==> src/rtl/serial_read_buffer_pkg.sv <==
// Shared definitions for the serial read/write buffers: FSM state encodings
// and the width helper for bit-count ports.
package serial_read_buffer_pkg;

    typedef enum logic [1:0] {
        ST_RESET = 2'b00,
        ST_IDLE  = 2'b01,
        ST_READ  = 2'b10
    } state_t;

    // Width needed to hold any count from 0 to n inclusive.
    function automatic int ctr_width(input int n);
        return $clog2(n + 1);
    endfunction

endpackage

==> src/rtl/serial_read_buffer.sv <==
// Captures up to BUF_SIZE bits from a synchronized serial line, MSB first,
// into a left-aligned parallel register, one bit per read strobe.
module serial_read_buffer
    import serial_read_buffer_pkg::*;
#(
    parameter int  BUF_SIZE = 8,
    localparam int CTR_SIZE = ctr_width(BUF_SIZE)
) (
    input  logic                sys_clk,
    input  logic                rst_n,
    input  logic                start,
    input  logic                stop,
    input  logic                read_sig,
    input  logic                data_in,
    input  logic [CTR_SIZE-1:0] read_count,
    output logic [BUF_SIZE-1:0] data_out,
    output logic [CTR_SIZE-1:0] bits_read,
    output logic                done_sig
);

    localparam int                PTR_W    = $clog2(BUF_SIZE);
    localparam logic [PTR_W-1:0]  PTR_MAX  = PTR_W'(BUF_SIZE - 1);
    localparam logic [CTR_SIZE-1:0] BUF_MAX = CTR_SIZE'(BUF_SIZE);

    state_t              state;
    logic [PTR_W-1:0]    pointer;
    logic [CTR_SIZE-1:0] remaining;
    logic [CTR_SIZE-1:0] clamped_count;

    assign clamped_count = (read_count > BUF_MAX) ? BUF_MAX : read_count;

    always_ff @(posedge sys_clk or negedge rst_n) begin
        if (!rst_n) begin
            state     <= ST_RESET;
            data_out  <= '0;
            bits_read <= '0;
            done_sig  <= 1'b0;
            pointer   <= '0;
            remaining <= '0;
        end else begin
            case (state)
                ST_RESET: begin
                    data_out  <= '0;
                    bits_read <= '0;
                    pointer   <= '0;
                    remaining <= '0;
                    done_sig  <= 1'b1;
                    state     <= ST_IDLE;
                end
                ST_IDLE: begin
                    if (start) begin
                        data_out  <= '0;
                        bits_read <= '0;
                        pointer   <= PTR_MAX;
                        remaining <= clamped_count;
                        if (read_count != '0) begin
                            done_sig <= 1'b0;
                            state    <= ST_READ;
                        end
                    end
                end
                ST_READ: begin
                    // A strobe coincident with stop still lands before the abort.
                    if (read_sig) begin
                        data_out[pointer] <= data_in;
                        bits_read         <= bits_read + CTR_SIZE'(1);
                        remaining         <= remaining - CTR_SIZE'(1);
                        pointer           <= pointer - PTR_W'(1);
                    end
                    if ((read_sig && remaining == CTR_SIZE'(1)) || stop) begin
                        done_sig <= 1'b1;
                        state    <= ST_IDLE;
                    end
                end
                default: begin
                    done_sig <= 1'b0;
                    state    <= ST_RESET;
                end
            endcase
        end
    end

endmodule

==> config.mk <==
export PLATFORM = sky130hd
export DESIGN_NAME = serial_read_buffer
export DESIGN_NICKNAME = d
export VERILOG_FILES = /design/src/rtl/serial_read_buffer_pkg.sv /design/src/rtl/serial_read_buffer.sv
export SDC_FILE = /design/constraint.sdc
export NUM_CORES = 1
export LEC_CHECK = 0
export ABC_AREA = 0
export CAP_MARGIN = 30
export CORE_ASPECT_RATIO = 0.7
export CORE_MARGIN = 2
export CORE_UTILIZATION = 40
export CTS_CLUSTER_DIAMETER = 30
export DETAILED_ROUTE_END_ITERATION = 12
export SYNTH_ARGS = -nofsm -noshare
export SYNTH_HDL_FRONTEND = slang
export SYNTH_SLANG_ARGS = --single-unit
==> constraint.sdc <==
create_clock -name sys_clk -period 4.2 [get_ports sys_clk]
set_input_delay 0.42 -clock sys_clk [delete_from_list [all_inputs] [get_ports sys_clk]]
set_output_delay 0.42 -clock sys_clk [all_outputs]
set_load 0.02 [all_outputs]
==> parameters.txt <==
Parameter                              Value

Status
  Run status ... finished clean

Die
  Die span in y ... 50.73 um
  Total die area ... 3589 um^2
  Initial core utilization ... 0.4327
  Placement Rows ... 16
  Number of top-level design ports ... 23
  Core area ... 2883 um^2
  Die X-Extent ... 70.75 um

Logic synthesis
  Sequential element share of the synthesized area ... 0.4213
  Synthesized-area fraction occupied by and/or/nand/nor cells ... 0.2457
  Area fraction in compound gates after synthesis ... 0.1595
  Post-synthesis instance area ... 1247 um^2
  Total of flip-flops plus latches after synthesis ... 21
  Main combinational cell family by area after synthesis ... simple AND/OR/NAND/NOR gates
  Xor-xnor portion of the synthesized cell area ... 0.007021
  Proportion of register bits with asynchronous set or reset after synthesis ... 1.000
  Number of distinct library cells after synthesis ... 36
  Proportion of synthesized area in mux cells ... 0.04012
  Synth warnings ... 0
  Total nets after synthesis ... 155
  Cell count after synthesis ... around 140
  Area share of fa/ha/maj cells after synthesis ... 0.08024
  Number of enable flip-flop cells after synthesis ... 0
  Most instantiated flip-flop cell in the synthesis netlist ... dfrtp_1
  Syn avg cell area ... 9.105 um^2

Final layout
  Most common library cell in the layout ignoring fill and taps ... clkdlybuf4s50_1
  Area used by multi-input combinational logic ... 664.4 um^2
  Final Cell Area ... between 1500 and 2000 um^2
  Most frequent cells in the layout ... 22 x clkdlybuf4s50_1, 21 x dfrtp_1, 19 x nand2_1
  Final-layout fill cell count ... 276
  Layout-stage area growth over the synthesis result ... 25.48%
  Area taken by flip-flops and latches ... about 530 um^2
  Nets@finish ... 177
  Share of cells above drive strength 1 ... 0.04430
  Antenna diode instance count ... 0

Drt
  DR vias/cell ... 5.598
  Count of unresolved DRC violations after routing ... 0
  Detailed-router iteration count before antenna repair ... 5
  Aggregate routed wire length ... 2996 um
  Via count ... 1086
  Number of antenna-violating nets in the routed design ... 0
  DRC marker count from the first detailed-route iteration ... 70
  Average wire per cell in the routed design ... 15.44 um

Power
  Net load switching power ... 0.3726 mW
  Leakage ... 0.6984 nW
  Share of total power in sequential cells ... 0.337
  Net Sw Frac ... 0.4396
  Cell Pwr Density ... 541.5 nW/um^2
  Internal power ... about 0.47 mW
  Peak VDD IR ... 0.3318 mV
  Clock network fraction of design power ... 0.162
  Part of the power in combinational logic ... 0.501
  Total power ... 0.8476 mW

Timing
  Slew at the pin with the worst max-slew slack ... 809.9 ps
  Final Max Tran Viols ... 0
  Setup Skew ... 5.853 ps
  Maximum clock rate ... 384.2 MHz
  Post-route fraction of the period consumed by the critical path ... 0.6198
  Worst slew slack as a fraction of its limit ... 0.4587
  Worst path setup slack after routing ... 1597 ps
  Shortest clock period the worst path allows after layout ... approximately 2600 ps
  Number of hold violations in the final report ... 0
  RSZ-0062 raised after global routing ... no
  Count of final setup violators ... 0
  Worst hold slack ... 372.9 ps
  Aggregate negative setup slack ... 0 ps

Global routing
  Vias in the first global route ... 1060
  Global Route Usage Sum ... 0.1779
  GRT Residual Overflow ... 0
  Global-route wire length before repair ... 4961 um
  Number of antenna violations at the first check in global routing ... 0
  Pin count of the biggest net entering global routing ... 25

Clocking
  TritonCTS clock tree ... yes
  Maximum buffer depth of the clock tree ... 2
  Total clock sinks ... 21
  Clock insertion delay at the later pin of the skew report ... 270 ps
  Post-CTS Hold Buffers ... 0
  Root buffer selected by CTS ... clkbuf_8
  H-tree depth ... 1
  Resized cells post-CTS ... 0
  Number of setup buffers added after CTS ... 0
  Cts bufs inserted ... 3
  Clock-pin slew on the worst setup and hold paths ... 80 ps

Worst setup path
  Kind of capture point of the worst setup path ... flop
  Critical Path Start Type ... flop
  Maximum fanout along the worst path ... 24
  Data arrival time of the critical path ... about 2800 ps
  Required time worst endpoint ... 4410 ps
  Category of the most critical setup path ... reg -> reg

Place
  Pre-CTS worst setup slack ... 1627 ps
  Last weighted congestion value of the routability-driven placer ... slightly below 0.8
  Post-detailed-placement cell area ... 1520 um^2
  Count of buffers from port buffering ... 22
  HPWL Detailed ... approximately 2100 um

Run
  Reported max-cap violation count ... 0

Hold path
  Worst min path class ... in -> async
==> registers in the layout (all words and copies together), names as in the netlist <==
signal,count
remaining,4
bits_read,4
pointer,3
state,2
data_out,8
==> critical path: stages (launching register included) <==
cell	delay (ps)
dfrtp_1	410
inv_1	100
ha_1	490
nor2b_1	300
or3_1	590
or4_1	560
nand3_1	100
==> area by class of cell <==
class / instances / share of cell area
Timing Repair Buffer: 24 / 0.1631
Clock buffer: 4 / 0.02878
Inverter: 8 / 0.01918
Sequential cell: 21 / 0.3357
Tap cell: 36 / 0.02878
Multi-Input combinational cell: 101 / 0.4245
==> power by group through the flow <==
stage / registers, mW / logic (mW) / clock network (mW)
after floorplan: 0.289 / 0.294 / 0
after global placement: 0.284 / 0.412 / 0
after detailed placement: 0.287 / 0.421 / 0
after CTS: 0.284 / 0.425 / 0.141
after global routing: 0.291 / 0.472 / 0.152
final: 0.286 / 0.425 / 0.137
==> metrics by stage <==
stage / util / std cells
final: 0.5430 / 194
after global routing: 0.5430 / 194
after CTS: 0.5430 / 194
after global placement: 0.5178 / 189
after detailed placement: 0.5273 / 190
after floorplan: - / 137
==> layer usage <==
metal | global-route usage | part of all wire
met1 | 0.2541 | 0.54
met5 | 0 | 0
met4 | 0.03459 | 0.0063
met3 | 0.04819 | 0.032
met2 | 0.2726 | 0.42
==> synthesized netlist by cell type (2+ instances only) <==
master    number  share of area
a21oi_1        2         0.0080
a31oi_1        2          0.010
a32oi_1        5          0.035
and3_1         3          0.015
clkbuf_1       6          0.018
dfrtp_1       21           0.42
ha_1           8          0.080
inv_1          8          0.024
mux2i_1        5          0.040
nand2_1       19          0.057
nand3_1        6          0.024
nor2_1         7          0.021
nor2b_1        4          0.020
nor3_1         8          0.032
o211ai_1       2          0.012
o21ai_0        8          0.032
o22ai_1        2          0.010
or3_1          3          0.015
==> cell families (layout without fill, tap and decap cells) <==
kind of cell	Yosys count	count (layout)
XOR/XNOR	1	1
multiplexers	5	5
adder cells (fa/ha/maj)	8	8
AO/OA/AOI/OAI	29	29
flip-flops	21	21
AND/OR/NAND/NOR	58	58
buffers and inverters	15	36
==> worst paths after layout <==
check	startpoint	depth (start not counted)	to	slack, ps
worst max-delay path	state[0]	6	bits_read[3]	1600
worst min-delay path	rst_n	1	remaining[0]	370
worst max register to register	state[0]	6	bits_read[3]	1600
worst min register to register	data_out[7]	2	data_out[7]	520
max in group asynchronous	rst_n	2	remaining[2]	3460
min in group sys_clk	data_out[7]	2	data_out[7]	520
Note: power is estimated with default switching activity, not from simulation.
